**src/rtl/sreg_rnd_if.sv**
```systemverilog
// sreg_rnd_if -- bus between the cipher top / round function (master) and the
// sreg_rnd state register (slave).
//
// Parameters:
//   W   state width in bits (bit 0 = MSB, state buses declared [0:W-1])
//   RW  round counter width
//
// Signals (direction seen from the slave):
//   sta  in   start: load inp and begin an operation
//   stl  in   stall: freeze state and round counter while running
//   inp  in   initial state data
//   nxt  in   next state from the round function (combinational from out, rnd)
//   out  out  registered state
//   rnd  out  registered round index of the state currently on out
//   bsy  out  high while an operation is running
//   don  out  one-cycle completion pulse; out holds the final state
//   st   out  current sequencer state (debug: 0 idle, 1 run, 2 done)
//
// Handshake: there is no ready/valid pair. sta and stl are levels sampled on
// every rising clock edge (sta has priority over stl). Completion is signalled
// by a single-cycle don pulse; out and rnd are valid in that cycle and the
// consumer must capture them then, since no back-pressure exists.
interface sreg_rnd_if #(
  parameter int W  = 64,
  parameter int RW = 5
);
  logic          sta;
  logic          stl;
  logic [0:W-1]  inp;
  logic [0:W-1]  nxt;
  logic [0:W-1]  out;
  logic [RW-1:0] rnd;
  logic          bsy;
  logic          don;
  logic [1:0]    st;

  modport master (
    output sta, stl, inp, nxt,
    input  out, rnd, bsy, don, st
  );

  modport slave (
    input  sta, stl, inp, nxt,
    output out, rnd, bsy, don, st
  );
endinterface

```
**src/rtl/sreg_rnd.sv**
```systemverilog
// sreg_rnd -- cipher state register with an integrated round sequencer.
//
// Loads an initial state on sta, applies ROUNDS updates taken from the round
// function (bus.nxt), then pulses don for one cycle with the final state on
// bus.out. sta restarts at any time; stl freezes state and counter while
// running. All outputs are registered.
//
// Parameters:
//   W       state width in bits
//   ROUNDS  number of nxt updates per operation (>= 1)
//   RW      round counter width, 2**RW must exceed ROUNDS
//
// Ports:
//   ck   rising-edge clock
//   rn   asynchronous active-low reset
//   bus  sreg_rnd_if slave modport (sta, stl, inp, nxt in; out, rnd, bsy,
//        don, st out)
//
// Build option: define SREG_ZEROIZE_EN to clear out and rnd on the
// DONE -> IDLE transition, so the final state is visible only while don is
// high. Without it, out and rnd hold their final values until the next start
// or reset.
module sreg_rnd #(
  parameter int W      = 64,
  parameter int ROUNDS = 31,
  parameter int RW     = 5
) (
  input  logic     ck,
  input  logic     rn,
  sreg_rnd_if.slave bus
);

  if (ROUNDS < 1 || (2 ** RW) <= ROUNDS) begin : g_param_check
    $error("sreg_rnd: need ROUNDS >= 1 and 2**RW > ROUNDS");
  end

  typedef enum logic [1:0] {
    IDLE = 2'd0,
    RUN  = 2'd1,
    DONE = 2'd2
  } state_t;

  // Round index before the final update edge.
  localparam logic [RW-1:0] LAST = RW'(ROUNDS - 1);

  state_t        state, state_d;
  logic [0:W-1]  out_q, out_d;
  logic [RW-1:0] rnd_q, rnd_d;

  // State register, also holding the registered datapath outputs.
  always_ff @(posedge ck or negedge rn) begin
    if (!rn) begin
      state <= IDLE;
      out_q <= '0;
      rnd_q <= '0;
    end else begin
      state <= state_d;
      out_q <= out_d;
      rnd_q <= rnd_d;
    end
  end

  // Next-state logic. Priority on every edge: sta, then stl, then update.
  always_comb begin
    state_d = state;
    case (state)
      IDLE: if (bus.sta) state_d = RUN;
      RUN: begin
        if (bus.sta)             state_d = RUN;
        else if (bus.stl)        state_d = RUN;
        else if (rnd_q == LAST)  state_d = DONE;
      end
      DONE:    state_d = bus.sta ? RUN : IDLE;
      default: state_d = IDLE;
    endcase
  end

  // Datapath next values. nxt is consumed only on an unstalled RUN update,
  // so the counter stops at ROUNDS and never wraps.
  always_comb begin
    out_d = out_q;
    rnd_d = rnd_q;
    case (state)
      IDLE: begin
        if (bus.sta) begin
          out_d = bus.inp;
          rnd_d = '0;
        end
      end
      RUN: begin
        if (bus.sta) begin
          out_d = bus.inp;
          rnd_d = '0;
        end else if (!bus.stl) begin
          out_d = bus.nxt;
          rnd_d = rnd_q + RW'(1);
        end
      end
      DONE: begin
        // stl has no effect here: DONE always lasts exactly one cycle.
        if (bus.sta) begin
          out_d = bus.inp;
          rnd_d = '0;
        end else begin
`ifdef SREG_ZEROIZE_EN
          out_d = '0;
          rnd_d = '0;
`else
          out_d = out_q;
          rnd_d = rnd_q;
`endif
        end
      end
      default: begin
        out_d = '0;
        rnd_d = '0;
      end
    endcase
  end

  // bsy and don decode the state register directly, so they are registered.
  assign bus.out = out_q;
  assign bus.rnd = rnd_q;
  assign bus.bsy = (state == RUN);
  assign bus.don = (state == DONE);
  assign bus.st  = state;

endmodule

```
**src/flat_wrapper.sv**
```systemverilog
// flat-port wrapper written by rule: the top's interface ports become plain ports
module sreg_rnd_flat 
#(
  parameter int W      = 64,
  parameter int ROUNDS = 31,
  parameter int RW     = 5
)
  (ck, rn, bus_sta, bus_stl, bus_inp, bus_nxt, bus_out, bus_rnd, bus_bsy, bus_don, bus_st);
  sreg_rnd_if #(.W(W), .RW(RW)) bus_i ();
  input  logic ck;
  input  logic rn;
  input wire logic [$bits(bus_i.sta)-1:0] bus_sta;
  input wire logic [$bits(bus_i.stl)-1:0] bus_stl;
  input wire logic [$bits(bus_i.inp)-1:0] bus_inp;
  input wire logic [$bits(bus_i.nxt)-1:0] bus_nxt;
  output wire logic [$bits(bus_i.out)-1:0] bus_out;
  output wire logic [$bits(bus_i.rnd)-1:0] bus_rnd;
  output wire logic [$bits(bus_i.bsy)-1:0] bus_bsy;
  output wire logic [$bits(bus_i.don)-1:0] bus_don;
  output wire logic [$bits(bus_i.st)-1:0] bus_st;
  assign bus_i.sta = bus_sta;
  assign bus_i.stl = bus_stl;
  assign bus_i.inp = bus_inp;
  assign bus_i.nxt = bus_nxt;
  assign bus_out = bus_i.out;
  assign bus_rnd = bus_i.rnd;
  assign bus_bsy = bus_i.bsy;
  assign bus_don = bus_i.don;
  assign bus_st = bus_i.st;
  sreg_rnd #(.W(W), .ROUNDS(ROUNDS), .RW(RW)) u_core (.ck(ck), .rn(rn), .bus(bus_i));
endmodule
```
**config.mk**
```make
export PLATFORM = sky130hd
export DESIGN_NAME = sreg_rnd_flat
export DESIGN_NICKNAME = d
export VERILOG_FILES = /design/src/rtl/sreg_rnd_if.sv /design/src/rtl/sreg_rnd.sv /design/src/flat_wrapper.sv
export SDC_FILE = /design/constraint.sdc
export NUM_CORES = 1
export LEC_CHECK = 0
export ABC_CLOCK_PERIOD_IN_PS = 2040
export BUFFER_PORTS_ARGS = -buffer_cell sky130_fd_sc_hd__buf_4
export CAP_MARGIN = 20
export CORE_ASPECT_RATIO = 0.6
export CORE_UTILIZATION = 43
export CTS_CLUSTER_DIAMETER = 50
export DETAILED_ROUTE_END_ITERATION = 12
export MAX_ROUTING_LAYER = met4
export PLACE_DENSITY_LB_ADDON = 0.05
export SLEW_MARGIN = 20
export SYNTH_ARGS = -nofsm -noshare
export SYNTH_HDL_FRONTEND = slang
export SYNTH_SLANG_ARGS = --single-unit
```
**constraint.sdc**
```tcl
create_clock -name ck -period 2.04 [get_ports ck]
set_input_delay 0.408 -clock ck [delete_from_list [all_inputs] [get_ports ck]]
set_output_delay 0.408 -clock ck [all_outputs]
set_load 0.01 [all_outputs]
```
==> Word level (Yosys, flattened, before mapping) <==
Index checks and enable logic that the tools add are counted.
{ "op_classes": {"n_addsub": 1, "n_eq_ne": 7, "mux": 14, "n_reduce_logical": 4} }
{ "ops": {"columns": ["cell", "n"], "rows": [
  ["$mux 64", 3],
  ["$pmux 64 s2", 1],
  ["$mux 5", 3],
  ["$pmux 5 s2", 1],
  ["$mux 2", 4],
  ["$pmux 2 s3", 1],
  ["$add 5x1->5 const B", 1],
  ["$eq 5x5->1 const B", 1],
  ["$ne 4x3->1 const B", 1],
  ["$reduce_and 2->1", 2],
  ["$ne 3x3->1 const B", 1],
  ["$eq 2x1->1 const B", 1],
  ["$eq 2x2->1 const B", 1],
  ["$logic_not 2->1", 1],
  ["$ne 2x1->1 const B", 1],
  ["$ne 2x2->1 const B", 1],
  ["$reduce_or 2->1", 1],
  ["$mux 1", 1]
]} }
{ "word_totals": {"reg_bits": 71, "input_bits": 132, "output_inout_bits": 73} }

==> Logic depth before layout (Yosys ltp) <==
Gate-level depths: netlist (run 1).
{ "depth": {"word_depth": 5, "ltp_mapped": 7} }

==> Worst setup path after synthesis (run 1) <==
No wires, ideal clock.
{ "synth_path": {"path_kind": "register to register", "start": "reg u_core.state[0] (netlist: u_core.bus.st[0])", "end": "reg u_core.out_q (netlist bit u_core.bus.out[31])", "arrival_time_ns": 1.387, "required_ns": 1.917, "slack_ns": 0.530, "path_stages_with_launch": 8, "path_buffers": 3, "path_cell_list": "dfrtp_1 > buf_6 > nor2b_4 > and2_4 > buf_6 > buf_6 > a221oi_2 > nor2_1"} }
{ "synth_via": {"elab_cells_between_ends": 8, "classes_between": "4 x eq/ne; 1 x mux; 3 x reduce/logical"} }
{ "synth_lines": {"columns": ["element", "line_no", "rtl"], "rows": [
  ["start: declaration", "sreg_rnd.sv:46", "state_t state, state_d;"],
  ["start signal: assignment", "sreg_rnd.sv:57", "state <= state_d;"],
  ["$eq 2x1->1 *", null, null],
  ["named net bus_bsy", "flat_wrapper.sv:18", "output wire logic [$bits(bus_i.bsy)-1:0] bus_bsy;"],
  ["$ne 3x3->1 (no source line)", null, null],
  ["$reduce_and 2->1 (no source line)", null, null],
  ["end signal: assignment", "sreg_rnd.sv:58", "out_q <= out_d;"],
  ["end: declaration", "sreg_rnd.sv:47", "logic [0:W-1] out_q, out_d;"]
]} }
The timed path passes the listed nets; every way through them passes the cells marked *.
A chain may end at the register's enable or synchronous reset.

==> Final worst setup path (run 1) <==
{ "layout_path": {"start": "reg u_core.state[1] (netlist: u_core.bus.st[1])", "end": "out bus_don"} }
{ "layout_via": {"elab_chain_len": 1} }
{ "layout_lines": {"columns": ["element", "line_no", "rtl"], "rows": [
  ["$eq 2x2->1", "sreg_rnd.sv:125", "assign bus.don = (state == DONE);"],
  ["end: declaration", "flat_wrapper.sv:19", "output wire logic [$bits(bus_i.don)-1:0] bus_don;"]
]} }
Every way passes these cells.

==> metrics.txt, run 1 <==
# TYPE chip_impl_metric gauge
chip_impl_metric{name="yosys.cell_types.count",unit=""} 30
chip_impl_metric{name="timing.max_cap.violations",unit=""} 0
chip_impl_metric{name="dp_hpwl",unit="um"} 7573
chip_impl_metric{name="p_sw",unit="W"} 0.001001
chip_impl_info{name="type_of_the_setup_path_with_the_least_slack",value="flip-flop to output pin"} 1
chip_impl_metric{name="rows",unit=""} 24
chip_impl_metric{name="ys.warnings.count",unit=""} 0
chip_impl_metric{name="insertion_delay",unit="ns"} 0.33
chip_impl_metric{name="cts-hold-fix-buffers",unit=""} 0
chip_impl_metric{name="drive_gt1_share",unit="%"} 46.68
chip_impl_metric{name="syn-mean-instance-area",unit="um2"} 10.26
chip_impl_metric{name="synth-edff-count",unit=""} 0
chip_impl_info{name="synth_ff_type",value="sky130_fd_sc_hd__dfrtp_1"} 1
chip_impl_metric{name="fin_tns_setup",unit="ns"} 0
chip_impl_info{name="yosys.area.top_type",value="sky130_fd_sc_hd__dfrtp_1"} 1
chip_impl_metric{name="vias_per_cell",unit=""} 5.415
chip_impl_info{name="synth_area_leaders",value="sky130_fd_sc_hd__dfrtp_1 (52%), sky130_fd_sc_hd__o21bai_1 (10%), sky130_fd_sc_hd__o22ai_1 (8.7%), sky130_fd_sc_hd__a21oi_1 (7.2%), sky130_fd_sc_hd__a221oi_2 (4.4%)"} 1
chip_impl_metric{name="power.share.sequential",unit="%"} 40.3
chip_impl_metric{name="ios",unit=""} 205
chip_impl_metric{name="synth_top_area_share",unit="%"} 52.32
chip_impl_info{name="hold_path_class",value="input port to asynchronous set/reset pin"} 1
chip_impl_metric{name="first_global_vias",unit=""} 3168
chip_impl_metric{name="synth-seq-area-share",unit="%"} 52.32
chip_impl_metric{name="first_drt_pass_iteration_count",unit=""} 4
chip_impl_metric{name="cts_setup_buffers",unit=""} 0
chip_impl_metric{name="worst_setup_hold_path_clk_slew",unit="ns"} 0.05
chip_impl_metric{name="final_max_slew_viols",unit=""} 0
chip_impl_metric{name="cts.repair.resized",unit=""} 0
chip_impl_metric{name="core-area",unit="mm2"} 0.007447
chip_impl_metric{name="fin_crit_sh",unit="%"} 93.42
chip_impl_metric{name="netlist_area",unit="mm2"} 0.003396
chip_impl_info{name="setup.worst_path.start_class",value="flip-flop"} 1
chip_impl_metric{name="critical_path_required",unit="ns"} 1.63
chip_impl_metric{name="clock_path_buffers",unit=""} 2
chip_impl_metric{name="routed_wl",unit="um"} 10800
chip_impl_metric{name="final_nets",unit=""} 656
chip_impl_metric{name="number_of_design_rule_violations_left_after_detail_routing",unit=""} 0
chip_impl_metric{name="area_delta_synth_final",unit="%"} 55.49
chip_impl_metric{name="die_area",unit="mm2"} 0.008268
chip_impl_metric{name="tightest_pin_transition",unit="ns"} 0.9598
chip_impl_info{name="cell_at_the_root_of_the_clock_tree",value="sky130_fd_sc_hd__clkbuf_16"} 1
chip_impl_metric{name="period_minus_slack",unit="ns"} 1.906
chip_impl_metric{name="grt_pass1_wl",unit="um"} 16380
chip_impl_metric{name="route.vias.total",unit=""} 3417
chip_impl_metric{name="post-route-cell-area",unit="mm2"} 0.005280
chip_impl_metric{name="placed_instance_area",unit="mm2"} 0.004970
chip_impl_metric{name="asyncSetResetFlopFracSynth",unit="%"} 100.0
chip_impl_metric{name="dr.first_iter.drc_count",unit=""} 248
chip_impl_metric{name="ant_nets",unit=""} 0
chip_impl_metric{name="timing.final.hold_violations",unit=""} 0
chip_impl_metric{name="crit_path_dat",unit="ns"} 1.50
chip_impl_info{name="status",value="complete, no violations"} 1
chip_impl_metric{name="clkPwrFrac",unit="%"} 40.1
chip_impl_metric{name="postSynthNetCount",unit=""} 465
chip_impl_info{name="synth_commonest_cells",value="sky130_fd_sc_hd__dfrtp_1 (71), sky130_fd_sc_hd__a21oi_1 (49), sky130_fd_sc_hd__o21bai_1 (47), sky130_fd_sc_hd__o22ai_1 (47), sky130_fd_sc_hd__nor2_1 (35)"} 1
chip_impl_metric{name="achievable-frequency",unit="MHz"} 524.7
chip_impl_metric{name="detail_routed_net_length_per_standard_cell",unit="um"} 17.11
chip_impl_metric{name="power_switching_share",unit="%"} 24.90
chip_impl_metric{name="numPortBuffers",unit=""} 204
chip_impl_metric{name="cell_pwr_density",unit="mW/mm2"} 761.1
chip_impl_metric{name="comb_power_share",unit="%"} 19.6
chip_impl_metric{name="post_synth_inst_count",unit=""} 331
chip_impl_metric{name="setup_violations",unit=""} 0
chip_impl_info{name="worst_setup_path_end_kind",value="output pin"} 1
chip_impl_metric{name="cp_max_fo",unit=""} 38
chip_impl_metric{name="grt_util_all_layers",unit="%"} 26.79
chip_impl_metric{name="die-height",unit="um"} 70.84
chip_impl_info{name="synth.most_common_cell",value="sky130_fd_sc_hd__dfrtp_1"} 1
chip_impl_metric{name="synth.ff_latch_count",unit=""} 71
chip_impl_info{name="setup_repair_after_global_routing_missed_its_margin",value="false"} 1
chip_impl_metric{name="maximum_number_of_pins_on_one_net_before_global_route_repair",unit=""} 54
chip_impl_metric{name="antenna-diode-count",unit=""} 0
chip_impl_metric{name="peakVddDrop",unit="V"} 0.0005548
chip_impl_metric{name="global_route.overflow_total",unit=""} 0
chip_impl_metric{name="cellInternalPower",unit="W"} 0.003018
chip_impl_metric{name="floorplan.initialDensity",unit="%"} 45.60
chip_impl_metric{name="cts_h_tree_lvls",unit=""} 3
chip_impl_metric{name="timing.clock.skew",unit="ns"} 0.002829
chip_impl_metric{name="power.static_leakage",unit="nW"} 2.441
chip_impl_metric{name="gpl.final_weighted_congestion",unit=""} 0.8195
chip_impl_metric{name="die_w",unit="um"} 116.7
chip_impl_metric{name="max_slew_margin",unit="%"} 36.01
chip_impl_info{name="cts_tree",value="yes"} 1
chip_impl_metric{name="number_of_antenna_violations_at_the_first_check_in_global_routing",unit=""} 0
chip_impl_metric{name="cts_buffers",unit=""} 9
chip_impl_metric{name="clkSinkCount",unit=""} 71
## logic make-up (layout without fill, tap and decap cells)
family          Yosys count  after routing  share of synthesized area [%]
buf+inv                  36            232                          5.564
fa+ha+maj                 2              2                         0.7368
flops                    71             71                          52.32
compound gates          170            170                          34.38
xor+xnor                  1              1                         0.2580
simple gates             51             51                          6.743
## worst max-delay path, cell delays in order (launching register included)
cell and delay (ns):
sky130_fd_sc_hd__dfrtp_1 0.47, sky130_fd_sc_hd__buf_4 0.38, sky130_fd_sc_hd__nor2b_1 0.18, sky130_fd_sc_hd__buf_4 0.13
## path summary, 6_finish.rpt
| check | slack, ns | start | cells past startpoint | end |
|---|---|---|---|---|
| worst max-delay path | 0.13 | u_core.bus.st[1]$_DFFE_PN0P_ | 3 | bus_don |
| worst min-delay path | 0.11 | rn | 1 | u_core.bus.rnd[0]$_DFFE_PN0P_ |
| worst max register to register | 0.41 | u_core.bus.st[1]$_DFFE_PN0P_ | 3 | u_core.bus.out[16]$_DFFE_PN0P_ |
| worst min register to register | 0.51 | u_core.bus.out[32]$_DFFE_PN0P_ | 2 | u_core.bus.out[32]$_DFFE_PN0P_ |
| max in group asynchronous | 1.35 | rn | 2 | u_core.bus.out[44]$_DFFE_PN0P_ |
| min in group ck | 0.31 | bus_nxt[20] | 3 | u_core.bus.out[43]$_DFFE_PN0P_ |
## routing by layer
| metal | vias up | wire length, um | track usage [%] |
|---|---|---|---|
| met1 | 1637 | 4831 | 35.77 |
| met3 | 14 | 826 | 6.512 |
| met5 | - | 0 | - |
| met2 | 144 | 5006 | 41.03 |
| li1 | 1622 | - | - |
| met4 | 0 | 134 | 7.032 |
## flip-flops by register name (all words and copies together) (netlist names)
| name | count |
|---|---|
| u_core.bus.out | 64 |
| u_core.bus.rnd | 5 |
| u_core.bus.st | 2 |
## layout make-up
cell class | instances | area [um2]
clock buffers | 13 | 270.3
clock inverters | 3 | 40.04
fillers | 590 | 2167
inverters | 2 | 7.507
multi-input cells | 224 | 1435
flip-flops and latches | 71 | 1778
well taps | 104 | 130.1
repair buffers | 214 | 1619
## per-stage QoR
| step | setup slack [ns] | util (%) | cells | total power (W) | hold slack (ns) |
|---|---|---|---|---|---|
| floorplan | 0.5301 | - | 331 | 0.001937 | 0.1124 |
| global placement | 0.3056 | 66.73 | 615 | 0.002414 | 0.4927 |
| detailed placement | 0.2424 | 66.73 | 615 | 0.002432 | 0.4994 |
| CTS | 0.1150 | 70.90 | 631 | 0.004047 | 0.1428 |
| global route | 0.02451 | 70.90 | 631 | 0.004181 | 0.1773 |
| finish | 0.1341 | 70.90 | 631 | 0.004019 | 0.1132 |
## power by group through the flow
stage	combinational [W]	clock [W]	sequential [W]
finish	0.000786	0.00161	0.00162
global route	0.000851	0.00170	0.00163
CTS	0.000792	0.00164	0.00162
detailed placement	0.000791	0	0.00164
global placement	0.000776	0	0.00164
floorplan	0.000239	0	0.00170
## placed cells by master (no fill, tap or decap)
cell type                   instances
sky130_fd_sc_hd__inv_1              2
sky130_fd_sc_hd__nand2_1            5
sky130_fd_sc_hd__bufinv_16          1
sky130_fd_sc_hd__o21ai_2            1
sky130_fd_sc_hd__a21oi_2            1
sky130_fd_sc_hd__dfrtp_2            1
sky130_fd_sc_hd__nand4b_1           1
sky130_fd_sc_hd__or3_1              1
sky130_fd_sc_hd__buf_4            213
sky130_fd_sc_hd__nor2_1            35
sky130_fd_sc_hd__o22ai_1           47
sky130_fd_sc_hd__a22oi_1            1
sky130_fd_sc_hd__nand2b_1           2
sky130_fd_sc_hd__dfrtp_1           70
sky130_fd_sc_hd__clkbuf_1           1
sky130_fd_sc_hd__or2_2              1
sky130_fd_sc_hd__buf_12             1
sky130_fd_sc_hd__xor2_1             1
sky130_fd_sc_hd__clkbuf_16          9
sky130_fd_sc_hd__a21o_2             1
sky130_fd_sc_hd__a221oi_1           7
sky130_fd_sc_hd__ha_1               2
sky130_fd_sc_hd__o21ai_0            5
sky130_fd_sc_hd__a21boi_0           1
sky130_fd_sc_hd__and2_4             1
sky130_fd_sc_hd__nor2b_4            1
sky130_fd_sc_hd__a21o_1             1
sky130_fd_sc_hd__clkinv_2           2
sky130_fd_sc_hd__nand3_1            2
sky130_fd_sc_hd__a21oi_1           48
sky130_fd_sc_hd__clkbuf_8           3
sky130_fd_sc_hd__nor2b_1            1
sky130_fd_sc_hd__nand4_1            1
sky130_fd_sc_hd__o21bai_1          47
sky130_fd_sc_hd__a221oi_2          10
Note: power is estimated with default switching activity, not from simulation.
==> run 2, diff against run 1 <==
- CORE_ASPECT_RATIO: 0.6 -> 0.9
- PLACE_DENSITY_LB_ADDON: 0.05 -> 0.08
==> run 2 against run 1 <==
Effect of this change: via count grew 0.50%; global-route usage grew 0.55 points; combinational power grew 0.9%; clock-buffer cell count is the same; sequential cell count is the same; worst hold slack lost 0.054 ns; non-clock buffer count grew 2; cell count shrank 1.1%; sequential share of layout area grew 0.86 points; largest cell class unchanged.
==> metrics.txt, run 2 (synthesis gave the netlist of run 1 again) <==
# TYPE chip_impl_metric gauge
chip_impl_metric{name="timing.clock.skew",unit="ns"} 0.007778
chip_impl_metric{name="achievable-frequency",unit="MHz"} 603.3
chip_impl_metric{name="post-route-util",unit="%"} 67.90
chip_impl_metric{name="ant_nets",unit=""} 0
chip_impl_metric{name="cts_h_tree_lvls",unit=""} 3
chip_impl_metric{name="floorplan.initialDensity",unit="%"} 44.79
chip_impl_metric{name="setup_violations",unit=""} 0
chip_impl_metric{name="largest_register_ffs",unit=""} 64
chip_impl_info{name="setup.worst_path.start_class",value="flip-flop"} 1
chip_impl_info{name="status",value="complete, no violations"} 1
chip_impl_metric{name="drive_gt1_share",unit="%"} 46.21
chip_impl_metric{name="cts.repair.resized",unit=""} 0
chip_impl_info{name="type_of_the_setup_path_with_the_least_slack",value="flip-flop to flip-flop"} 1
chip_impl_metric{name="number_of_antenna_violations_at_the_first_check_in_global_routing",unit=""} 0
chip_impl_metric{name="route.vias.total",unit=""} 3434
chip_impl_info{name="hold_path_class",value="input port to asynchronous set/reset pin"} 1
chip_impl_metric{name="timing.final.hold_violations",unit=""} 0
chip_impl_metric{name="clkSinkCount",unit=""} 71
chip_impl_metric{name="final_nets",unit=""} 658
chip_impl_metric{name="detail_routed_net_length_per_standard_cell",unit="um"} 17.29
chip_impl_metric{name="rows",unit=""} 30
chip_impl_metric{name="grt_util_all_layers",unit="%"} 27.35
chip_impl_info{name="worst_setup_path_end_kind",value="flip-flop"} 1
chip_impl_metric{name="maximum_number_of_pins_on_one_net_before_global_route_repair",unit=""} 50
chip_impl_metric{name="die_w",unit="um"} 95.67
chip_impl_metric{name="setup_slack_on_the_worst_flop_to_flop_path",unit="ns"} 0.38
chip_impl_metric{name="die_area",unit="mm2"} 0.008257
chip_impl_metric{name="worst_setup_hold_path_clk_slew",unit="ns"} 0.07
chip_impl_metric{name="vias_per_cell",unit=""} 5.503
chip_impl_metric{name="routed_wl",unit="um"} 10790
chip_impl_metric{name="grt_pass1_wl",unit="um"} 16890
chip_impl_metric{name="dr.first_iter.drc_count",unit=""} 170
chip_impl_info{name="cell_at_the_root_of_the_clock_tree",value="sky130_fd_sc_hd__clkbuf_8"} 1
chip_impl_info{name="setup_repair_after_global_routing_missed_its_margin",value="false"} 1
chip_impl_metric{name="area_delta_synth_final",unit="%"} 51.62
chip_impl_metric{name="clock_path_buffers",unit=""} 2
chip_impl_metric{name="dp_hpwl",unit="um"} 7457
chip_impl_metric{name="period_minus_slack",unit="ns"} 1.657
chip_impl_metric{name="first_global_vias",unit=""} 3421
chip_impl_metric{name="timing.max_cap.violations",unit=""} 0
chip_impl_metric{name="critical_path_required",unit="ns"} 2.30
chip_impl_metric{name="cp_max_fo",unit=""} 17
chip_impl_metric{name="ios",unit=""} 205
chip_impl_metric{name="crit_path_dat",unit="ns"} 1.92
chip_impl_metric{name="die-height",unit="um"} 86.31
chip_impl_metric{name="fin_tns_setup",unit="ns"} 0
chip_impl_metric{name="fin_crit_sh",unit="%"} 81.25
chip_impl_metric{name="gpl.final_weighted_congestion",unit=""} 0.7890
chip_impl_metric{name="number_of_design_rule_violations_left_after_detail_routing",unit=""} 0
chip_impl_info{name="cts_tree",value="yes"} 1
chip_impl_metric{name="cell_pwr_density",unit="mW/mm2"} 648.0
chip_impl_metric{name="global_route.overflow_total",unit=""} 0
chip_impl_metric{name="insertion_delay",unit="ns"} 0.34
chip_impl_info{name="layout.cells.most_common",value="sky130_fd_sc_hd__buf_4"} 1
chip_impl_metric{name="first_drt_pass_iteration_count",unit=""} 4
chip_impl_metric{name="power.static_leakage",unit="nW"} 2.382
chip_impl_metric{name="cts_buffers",unit=""} 9
chip_impl_metric{name="cts-hold-fix-buffers",unit=""} 0
chip_impl_metric{name="tightest_pin_transition",unit="ns"} 0.8957
chip_impl_metric{name="final_max_slew_viols",unit=""} 0
chip_impl_metric{name="antenna-diode-count",unit=""} 0
chip_impl_metric{name="max_slew_margin",unit="%"} 40.28
chip_impl_info{name="layout.cells.most_common_list",value="sky130_fd_sc_hd__buf_4 (213), sky130_fd_sc_hd__dfrtp_1 (70), sky130_fd_sc_hd__a21oi_1 (48)"} 1
chip_impl_metric{name="core-area",unit="mm2"} 0.007582
chip_impl_metric{name="cts_setup_buffers",unit=""} 0
chip_impl_metric{name="peakVddDrop",unit="V"} 0.0002871
chip_impl_metric{name="numPortBuffers",unit=""} 204
## run 2: cell count changes in the layout (fill, tap and decap cells not counted), sizes merged
| cell | before | now |
|---|---|---|
| bufinv | 1 | 0 |
| buf | 214 | 216 |
## run 2: power breakdown
part	switching, W	total (W)	internal, W
sequential	0.0000783	0.00162	0.00154
combinational	0.000352	0.000793	0.000441
clock	0.000494	0.000927	0.000433
total	0.000924	0.00334	0.00241
## run 2: worst max-delay path, cell delays in order (launching register included)
cell	delay, ns
sky130_fd_sc_hd__dfrtp_1	0.40
sky130_fd_sc_hd__buf_4	0.17
sky130_fd_sc_hd__o21ai_2	0.69
sky130_fd_sc_hd__a221oi_1	0.18
sky130_fd_sc_hd__nor2_1	0.15
## run 2: metal layers
metal / GRT usage [%] / wire (um) / vias up
met5: - / 0 / -
met4: 8.820 / 168 / 0
met3: 6.754 / 865 / 16
met2: 43.51 / 5301 / 173
met1: 34.30 / 4456 / 1630
li1: - / - / 1615
## run 2: per-stage QoR
| step | hold slack [ns] | instances | total power, W | worst slack (ns) | cell area (um2) |
|---|---|---|---|---|---|
| after detailed placement | 0.4433 | 609 | 0.002439 | 0.3014 | 5000 |
| after CTS | 0.07309 | 624 | 0.003364 | 0.3568 | 5149 |
| after floorplan | 0.1124 | 331 | 0.001937 | 0.5301 | 3396 |
| after global routing | 0.09901 | 624 | 0.003499 | 0.2150 | 5149 |
| after global placement | 0.4435 | 609 | 0.002422 | 0.3478 | 5000 |
| final | 0.05887 | 624 | 0.003336 | 0.3826 | 5149 |
## run 2: path summary, 6_finish.rpt
path,start,end,cells after the start
min in group ck,bus_nxt[31],u_core.bus.out[32]$_DFFE_PN0P_,3
hold / removal,rn,u_core.bus.out[9]$_DFFE_PN0P_,1
setup / recovery,u_core.bus.st[1]$_DFFE_PN0P_,u_core.bus.out[62]$_DFFE_PN0P_,4
max in group asynchronous,rn,u_core.bus.out[1]$_DFFE_PN0P_,2
setup reg to reg,u_core.bus.st[1]$_DFFE_PN0P_,u_core.bus.out[62]$_DFFE_PN0P_,4
hold reg to reg,u_core.bus.out[32]$_DFFE_PN0P_,u_core.bus.out[32]$_DFFE_PN0P_,2
## run 2: layout make-up
cell class                 instances  area [um2]
clock inverter                     2       10.01
timing repair buffer             216        1659
inverter                           2       7.507
fill                             627        2434
tap                               96       120.1
clock buffer                      13       138.9
multi-input combinational        224        1435
sequential                        71        1778
